<file path="config.mk">
export PLATFORM = sky130hd
export DESIGN_NAME = mem_port_arbiter
export DESIGN_NICKNAME = d
export VERILOG_FILES = /design/src/rtl/mem_port_arbiter_pkg.sv /design/src/rtl/mem_port_arbiter_starve_cnt.sv /design/src/rtl/mem_port_arbiter.sv
export SDC_FILE = /design/constraint.sdc
export NUM_CORES = 1
export LEC_CHECK = 0
export BUFFER_PORTS_ARGS = -buffer_cell sky130_fd_sc_hd__buf_4
export CAP_MARGIN = 15
export CORE_AREA = 2 2 103 105
export CTS_CLUSTER_DIAMETER = 50
export DETAILED_ROUTE_END_ITERATION = 10
export DIE_AREA = 0 0 105 107
export PLACE_DENSITY = 0.49
export SLEW_MARGIN = 30
export SYNTH_ARGS = -nofsm -noshare
export SYNTH_HDL_FRONTEND = slang
export SYNTH_SLANG_ARGS = --single-unit
</file>
<file path="constraint.sdc">
create_clock -name clk -period 0.8 [get_ports clk]
set_clock_uncertainty 0.05 [all_clocks]
set_input_delay 0.08 -clock clk [delete_from_list [all_inputs] [get_ports clk]]
set_output_delay 0.08 -clock clk [all_outputs]
set_load 0.05 [all_outputs]
</file>
<file path="src/rtl/mem_port_arbiter_pkg.sv">
// Shared types for the unified-memory port arbiter: response-owner encoding
// and the helper that decides who owns next cycle's read data.
package mem_port_arbiter_pkg;

  typedef enum logic [1:0] {
    OWN_NONE = 2'd0,
    OWN_IF   = 2'd1,
    OWN_DM   = 2'd2
  } own_e;

  // Owner of the response that appears one cycle after this grant; writes return nothing.
  function automatic own_e next_owner(input logic if_gnt, input logic dm_gnt, input logic dm_wen);
    own_e own;
    if (if_gnt) begin
      own = OWN_IF;
    end else if (dm_gnt && !dm_wen) begin
      own = OWN_DM;
    end else begin
      own = OWN_NONE;
    end
    return own;
  endfunction

endpackage

</file>
<file path="src/rtl/mem_port_arbiter_starve_cnt.sv">
// arb_starve_cnt: saturating counter of consecutive cycles fetch has lost
// arbitration. 'sat' tells the arbiter that fetch must win this cycle.
module arb_starve_cnt #(
  parameter int MAX = 4
) (
  input  logic clk,
  input  logic reset,
  input  logic inc,
  input  logic clr,
  output logic sat
);

  localparam int CNT_W = (MAX < 1) ? 1 : $clog2(MAX + 1);
  localparam logic [CNT_W-1:0] MAX_C = CNT_W'(MAX);

  logic [CNT_W-1:0] cnt_r;

  // Count lost fetch cycles, holding at MAX; clear wins over increment.
  always_ff @(posedge clk) begin
    if (reset) begin
      cnt_r <= {CNT_W{1'b0}};
    end else if (clr) begin
      cnt_r <= {CNT_W{1'b0}};
    end else if (inc && (cnt_r != MAX_C)) begin
      cnt_r <= cnt_r + {{(CNT_W-1){1'b0}}, 1'b1};
    end else begin
      cnt_r <= cnt_r;
    end
  end

  assign sat = (cnt_r == MAX_C);

endmodule

</file>
<file path="src/rtl/mem_port_arbiter.sv">
// mem_port_arbiter: shares one single-port synchronous-read memory between
// instruction fetch (IF) and data memory access (DM). DM has priority as the
// older instruction. Define ARB_STARVE_GUARD_EN to force a fetch grant after
// MAX_WAIT consecutive lost cycles; otherwise DM priority is strict.
module mem_port_arbiter
  import mem_port_arbiter_pkg::*;
#(
  parameter int ADDR_W   = 32,
  parameter int DATA_W   = 32,
  parameter int MAX_WAIT = 4
) (
  input  logic              clk,
  input  logic              reset,
  input  logic              if_req,
  input  logic [ADDR_W-1:0] if_addr,
  output logic              if_gnt,
  output logic              if_rvalid,
  output logic [DATA_W-1:0] if_rdata,
  input  logic              dm_req,
  input  logic              dm_wen,
  input  logic [ADDR_W-1:0] dm_addr,
  input  logic [DATA_W-1:0] dm_wdata,
  output logic              dm_gnt,
  output logic              dm_rvalid,
  output logic [DATA_W-1:0] dm_rdata,
  output logic              mem_en,
  output logic              mem_we,
  output logic [ADDR_W-1:0] mem_addr,
  output logic [DATA_W-1:0] mem_wdata,
  input  logic [DATA_W-1:0] mem_rdata
);

  if (MAX_WAIT < 1) begin : g_bad_max_wait
    $error("mem_port_arbiter: MAX_WAIT must be at least 1");
  end

  logic if_gnt_s;
  logic dm_gnt_s;
  logic force_if_s;
  own_e resp_own_r;

`ifdef ARB_STARVE_GUARD_EN
  arb_starve_cnt #(
    .MAX (MAX_WAIT)
  ) u_starve_cnt (
    .clk   (clk),
    .reset (reset),
    .inc   (if_req & ~if_gnt_s),
    .clr   (if_gnt_s | ~if_req),
    .sat   (force_if_s)
  );
`else
  assign force_if_s = 1'b0;
`endif

  // Grant: DM first, unless fetch has waited long enough to be forced through.
  always_comb begin
    if_gnt_s = 1'b0;
    dm_gnt_s = 1'b0;
    if (reset) begin
      if_gnt_s = 1'b0;
      dm_gnt_s = 1'b0;
    end else if (dm_req && !(if_req && force_if_s)) begin
      dm_gnt_s = 1'b1;
    end else if (if_req) begin
      if_gnt_s = 1'b1;
    end else begin
      if_gnt_s = 1'b0;
      dm_gnt_s = 1'b0;
    end
  end

  // Drive the memory port from the winner; fetch never writes.
  always_comb begin
    mem_en    = if_gnt_s | dm_gnt_s;
    mem_we    = 1'b0;
    mem_addr  = {ADDR_W{1'b0}};
    mem_wdata = {DATA_W{1'b0}};
    if (dm_gnt_s) begin
      mem_we    = dm_wen;
      mem_addr  = dm_addr;
      mem_wdata = dm_wdata;
    end else if (if_gnt_s) begin
      mem_we    = 1'b0;
      mem_addr  = if_addr;
      mem_wdata = {DATA_W{1'b0}};
    end else begin
      mem_we    = 1'b0;
      mem_addr  = {ADDR_W{1'b0}};
      mem_wdata = {DATA_W{1'b0}};
    end
  end

  // Remember who owns the read data returning next cycle; reset drops it.
  always_ff @(posedge clk) begin
    if (reset) begin
      resp_own_r <= OWN_NONE;
    end else begin
      resp_own_r <= next_owner(if_gnt_s, dm_gnt_s, dm_wen);
    end
  end

  assign if_gnt    = if_gnt_s;
  assign dm_gnt    = dm_gnt_s;
  // A response owed from before reset must not surface while reset is held.
  assign if_rvalid = (resp_own_r == OWN_IF) & ~reset;
  assign dm_rvalid = (resp_own_r == OWN_DM) & ~reset;
  assign if_rdata  = mem_rdata;
  assign dm_rdata  = mem_rdata;

endmodule

</file>
==> results of run 1 <==
==> synthesized netlist by cell type, drive strengths merged <==
cell	count	area share [%]
buf	73	46
clkbuf	5	1.6
nor3b	2	1.2
dfxtp	2	3.3
nor2	3	1.1
a32o	32	27
and2	35	18
nor2b	2	1.7
==> through the flow <==
stage	hold slack, ns	std cells	setup slack [ns]	instance area (um^2)	power (W)
floorplan	0.0942	154	-0.153	1400	0.00198
CTS	0.110	397	-0.276	2830	0.00249
global route	0.110	400	-0.315	2890	0.00261
finish	0.110	400	-0.275	2890	0.00250
detailed placement	0.110	389	-0.307	2330	0.00182
global placement	0.110	389	-0.300	2330	0.00181
==> routing by layer <==
metal / track usage [%] / vias up / part of all wire (%)
li1: - / 703 / -
met1: 8.10 / 699 / 31
met2: 19.6 / 110 / 56
met3: 3.10 / 24 / 10
met4: 3.14 / 0 / 2.3
met5: 0 / - / 0
==> cells in the final DEF (no fill, tap or decap) <==
cell | Yosys | final
and2_4 | 0 | 34
buf_4 | 67 | 104
nor3b_4 | 0 | 2
nor2b_4 | 1 | 1
buf_6 | 4 | 36
dfxtp_2 | 0 | 2
buf_12 | 0 | 4
nor2_4 | 0 | 3
buf_8 | 0 | 40
a32o_2 | 0 | 32
nor2b_1 | 1 | 1
and2_1 | 35 | 1
clkbuf_8 | 0 | 3
dlygate4sd3_1 | 0 | 1
==> worst max-delay path: stages <==
cell and delay, ns:
buf_8 0.08, nor2b_4 0.23, buf_4 0.15, buf_6 0.12, and2_4 0.15, buf_8 0.14
==> power by group through the flow <==
stage / Combinational, W / Clock (W) / Sequential (W)
after floorplan: 0.00187 / 0 / 0.000110
after global placement: 0.00170 / 0 / 0.000111
after detailed placement: 0.00171 / 0 / 0.000111
after CTS: 0.00195 / 0.000427 / 0.000110
after global routing: 0.00205 / 0.000451 / 0.000110
final: 0.00198 / 0.000409 / 0.000110
==> path summary, 6_finish.rpt <==
kind	start	end	slack [ns]	depth (start not counted)
max	dm_req	mem_wdata[17]	-0.28	6
min	mem_rdata[10]	dm_rdata[10]	0.11	0
==> logic make-up after synthesis <==
| group | Yosys count | synth area share (%) |
|---|---|---|
| buffers and inverters | 78 | 47.9 |
| DFF | 2 | 3.32 |
| AOI/OAI and AO/OA | 32 | 26.6 |
| and+or+nand+nor | 42 | 22.2 |
==> what timing repair did <==
action | CTS | global route
gates resized for setup | 113 | 9
hold buffers | 1 | 0
endpoints found under the setup margin | 70 | 70
setup buffers | 3 | 2
endpoints found under the hold margin | 1 | 0
cloned | 1 | 1
pin swaps | 3 | 1
==> area by class of cell <==
| type | count | area (um^2) |
|---|---|---|
| Fill cell | 1036 | 7210 |
| Timing Repair Buffer | 185 | 1880 |
| Tap cell | 136 | 170 |
| Multi-Input combinational cell | 74 | 756 |
| Sequential cell | 2 | 42.5 |
| Clock buffer | 3 | 41.3 |
==> out/metrics.cfg, run 1 <==
[status]
status=complete, but fails checks
violations=negative setup slack

[power]
peakVddDrop_v=0.000418
powerDensity_nw_per_um2=865
combPwrFrac_pct=79.2
internal_power_w=0.00140
pwr-share-clk_pct=16.4
power.switching_w=0.00110
swShare_pct=44.0
seqPwrFrac_pct=4.4
leakagePower_nw=1.51

[sta]
final-setup-viol-count=69
layout_setup_ws_ns=-0.275
rsz0062_at_grt=yes
slew_violations=0
clock.fmax_mhz=930
final_hold_viol_count=0
worstMarginPinSlew_ns=0.196
tns_ns=-16.64
period_needed_ns=1.08
post-route-period-util_pct=134
max_slew_margin_pct=86.9

[clocking]
cts_buffers=3
htreeDepth=1
clock_sinks=2
clock_path_buffers=2
root_buffer=clkbuf_8
cts_tree=done

[worst_setup_path]
crit_path_end_kind=primary output
crit_arrival_ns=0.95
path_class=in -> out
path_max_fanout=7
cp-start-kind=primary input
cp.required_ns=0.67

[floorplanning]
die_w_um=105
die_height_um=107
ios=267
start_util_pct=11.9
rows=37
die_area_um2=11200
coreArea_um2=10100

[drt]
first_pass_iters=4
drc=0
num_vias=1536
detail_route.vias_per_cell=3.84
ant_nets=0
drtIter0Drc=57
wl_per_cell_um=14.8
wirelength_mm=5.92

[layout]
largestRegisters=resp_own_r x2
fin_util_pct=28.6
nets=399
regMostFlops=resp_own_r
num_antenna_cells=0
largest_register_ffs=2
area_delta_synth_final_pct=140
drive_above_1_share_pct=98.9

[run]
max-cap-violations=0

[global_route]
grt_pass1_vias=1579
antenna_found_initial=0
grt_pass1_wl_mm=8.30
grt-ovfl-total=0
grt_max_degree=36
grt_util_all_layers_pct=9.34

[logic_synthesis]
ys_seq_elements=2
yosysSeqAreaShare_pct=3.32
syn_inst=154
ys_warn_count=0
synthDistinctLibCells=12
synth_area_um2=1200
synth.net_count=287
synth.avg_cell_area_um2=7.82

[placement]
dp_hpwl_mm=4.36
portBuffers=170
routabilityCongestion=0.669

[min_path]
holdCritPathClass=in -> out

(Power assumes the default switching activity.)
==> run 2: changes to the inputs <==
- PLACE_DENSITY: 0.49 -> 0.47
==> out/metrics.cfg, run 2 (same netlist as run 1, synthesis figures left out) <==
[status]
status=complete, but fails checks
violations=negative setup slack

[worst_setup_path]
crit_path_end_kind=primary output
crit_arrival_ns=0.98
cp_slowest_cell=a32o_2
cp-start-kind=primary input
path_class=in -> out
cp.required_ns=0.67
critical_path.top_delay_family=buffers and inverters
path_max_fanout=5
path_buf_inv=4
crit_chain=buf_8, nor2b_4, buf_12, clkbuf_16, a32o_2, buf_6
path_depth=6
max_stage_delay_ns=0.22

[global_route]
met2_usage_pct=16.3
grt_util_all_layers_pct=8.80
grt_most_used_layer=met2
gr-usage-met3_pct=3.77
grt_max_degree=36
use_met1_pct=8.53
grt-ovfl-total=0
antenna_found_initial=0
grt_pass1_wl_mm=7.97
grt_pass1_vias=1540

[placement]
routabilityCongestion=0.679
portBuffers=170
dp.cells=391
dp_hpwl_mm=4.23

[layout]
drive_above_1_share_pct=98.9
largest_register_ffs=2
layout.cells.most_common=buf_4
final_cell_mix=buf_4, buf_8, and2_4, buf_6, a32o_2
stdcell_count=400
regMostFlops=resp_own_r
largestRegisters=resp_own_r x2
area_delta_synth_final_pct=143
num_antenna_cells=0
nets=399

[sta]
period_needed_ns=1.11
clock.fmax_mhz=901
worstMarginPinSlew_ns=0.212
max_slew_margin_pct=85.9
slew_violations=0
layout_setup_ws_ns=-0.309
final_hold_viol_count=0
tns_ns=-17.35
final-setup-viol-count=69
rsz0062_at_grt=yes
post-route-period-util_pct=139

[clocking]
cts_buffers=3
root_buffer=clkbuf_8
cts_tree=done
htreeDepth=1
clock_path_buffers=2
clock_sinks=2

[drt]
detail_route.vias_per_cell=3.77
drc=0
wirelength_mm=5.67
first_pass_iters=3
num_vias=1509
drtIter0Drc=70
wl_per_cell_um=14.2
ant_nets=0

[power]
leakagePower_nw=1.53
peakVddDrop_v=0.000528
powerDensity_nw_per_um2=853

[floorplanning]
ios=267
coreArea_um2=10100
die_area_um2=11200
die_height_um=107
die_w_um=105
start_util_pct=11.9
rows=37

[run]
max-cap-violations=0

[min_path]
hold_depth=0
holdCritPathClass=in -> out

## run 2: area by class of cell
cell class                      instances  area, um^2
Sequential cell                         2        42.5
Clock buffer                            3        41.3
Tap cell                              136         170
Multi-Input combinational cell         74         756
Timing Repair Buffer                  185        1920
Fill cell                            1048        7160
## run 2: layer usage
metal,vias to the layer above,share of wire [%]
li1,706,-
met1,670,35
met2,112,51
met3,21,12
met4,0,2.5
met5,-,0
## run 2: worst paths after layout
path / startpoint / to / slack [ns]
min: mem_rdata[13] / dm_rdata[13] / 0.11
max: dm_req / mem_addr[21] / -0.31
## run 2: stage by stage
stage	worst slack, ns	hold slack, ns	power (W)	utilization, %	instance area [um^2]
after floorplan	-0.153	0.0942	0.00198	-	1400
after global placement	-0.271	0.110	0.00181	23.4	2360
after detailed placement	-0.281	0.110	0.00182	23.4	2360
after CTS	-0.271	0.110	0.00244	27.9	2820
after global routing	-0.332	0.110	0.00261	29.0	2930
final	-0.309	0.110	0.00250	29.0	2930
## run 2: what timing repair did
item                                    in CTS  in global routing
pin swaps                                    1                  4
gates resized for setup                    108                 10
endpoints found under the setup margin      70                 69
hold buffers                                 1                  0
buffers inserted                             0                  2
hold endpoints to repair                     1                  0
gates cloned                                 0                  3
## run 2: where the power goes
group	switching (W)	total, W	internal (W)
sequential	0.00000398	0.000110	0.000106
clock	0.0000747	0.000392	0.000318
combinational	0.00100	0.00200	0.000993
total	0.00108	0.00250	0.00142
==> run 3: changes to the inputs <==
- PLACE_DENSITY: 0.47 -> 0.45
- RECOVER_POWER: unset -> 100
- clock period: 0.8 -> 1.35 ns (I/O delays scaled with it)
==> out/metrics.cfg, run 3 (same netlist as run 1, synthesis figures left out) <==
[drt]
detail_route.vias_per_cell=3.80
ant_nets=0
first_pass_iters=4
wl_per_cell_um=14.2
drtIter0Drc=74
num_vias=1473
drc=0
wirelength_mm=5.50

[layout]
largestRegisters=resp_own_r x2
drive_above_1_share_pct=71.0
final_area_um2=2030
largest_register_ffs=2
num_antenna_cells=0
layout.cells.most_common=buf_4
nets=387
stdcell_count=388
area_delta_synth_final_pct=68.7
regMostFlops=resp_own_r
final_cell_mix=buf_4, and2_1, a32o_1

[clocking]
post_cts_buffers=0
clock_sinks=2
hold_buffers=0
path_clk_slew_ns=0.03
clock_path_buffers=2
root_buffer=clkbuf_8
cts_tree=done
cts_resized=0
htreeDepth=1
cts_buffers=3

[run]
max-cap-violations=0

[min_path]
hold_start=dm_wen
holdPathEnd=resp_own_r[1]
hold_depth=2
holdCritPathClass=in -> reg

[placement]
portBuffers=170
dp.cells=385
place_area_um2=2140
dp_hpwl_mm=4.49
routabilityCongestion=0.708

[worst_setup_path]
cp-start-kind=primary input
crit_path_end_kind=primary output
crit_path_start=dm_req
path_class=in -> out
cp.required_ns=1.16
path_max_fanout=34
crit_arrival_ns=1.08

[global_route]
grt_max_degree=38
grt_util_all_layers_pct=8.65
grt_pass1_vias=1455
antenna_found_initial=0
grt-ovfl-total=0
grt_pass1_wl_mm=7.79

[sta]
final-setup-viol-count=0
final_hold_viol_count=0
timing.hold.ws_ns=0.0359
period_needed_ns=1.27
max_slew_margin_pct=71.6
post-route-period-util_pct=93.9
slew_violations=0
rsz0062_at_grt=no
clock.fmax_mhz=789
worstMarginPinSlew_ns=0.426

[status]
status=finished clean

[floorplanning]
coreArea_um2=10100
die_area_um2=11200
die_w_um=105
rows=37
start_util_pct=11.9
ios=267
die_height_um=107

[power]
power_w=0.00118
peakVddDrop_v=0.000509
leakagePower_nw=1.07
powerDensity_nw_per_um2=579

==> run 3: changes by cell type in the layout (fill, tap and decap cells not counted), moves of 6 or more <==
cell / before / now
a32o_1: 0 / 32
buf_8: 41 / 0
buf_6: 34 / 0
buf_2: 0 / 29
and2_1: 1 / 35
buf_4: 102 / 108
and2_4: 34 / 0
a32o_2: 32 / 0
clkbuf_2: 0 / 29
==> run 3: worst max-delay path: stages <==
cell      delay, ns
buf_4          0.13
nor2_2         0.15
buf_12         0.21
a32o_1         0.18
clkbuf_2       0.27
==> run 3: layout make-up <==
| cell class | instances | area, um^2 |
|---|---|---|
| Sequential cell | 2 | 40.0 |
| Tap cell | 136 | 170 |
| Fill cell | 1195 | 8060 |
| Timing Repair Buffer | 173 | 1190 |
| Multi-Input combinational cell | 74 | 591 |
| Clock buffer | 3 | 41.3 |
==> run 3: worst max-delay path by stage <==
stage | cells past startpoint | slack, ns | end
finish | 5 | 0.08 | mem_addr[18]
detailed placement | 5 | 0.13 | mem_addr[1]
global route | 5 | 0.04 | mem_wdata[19]
floorplan | 1 | -0.29 | dm_rvalid
global placement | 5 | 0.15 | mem_addr[1]
CTS | 5 | 0.12 | mem_addr[1]
==> run 3: through the flow <==
step                      utilization, %  TNS [ns]  setup WS, ns
after floorplan                        -    -0.584        -0.292
after global placement              21.2         0         0.148
after detailed placement            21.2         0         0.128
after CTS                           21.6         0         0.122
after global routing                20.1         0        0.0380
final                               20.1         0        0.0818
==> run 3: layer usage <==
layer | GRT usage [%] | share of wire (%)
met1 | 8.79 | 34
met2 | 15.6 | 51
met3 | 2.98 | 11
met4 | 4.67 | 4.3
met5 | 0 | 0
==> run 3: power breakdown <==
part / internal [W] / total [W] / leakage (nW) / switching, W
combinational: 0.000341 / 0.000882 / 1.03 / 0.000541
sequential: 0.0000621 / 0.0000630 / 0.0164 / 0.000000975
clock: 0.000188 / 0.000233 / 0.0216 / 0.0000444
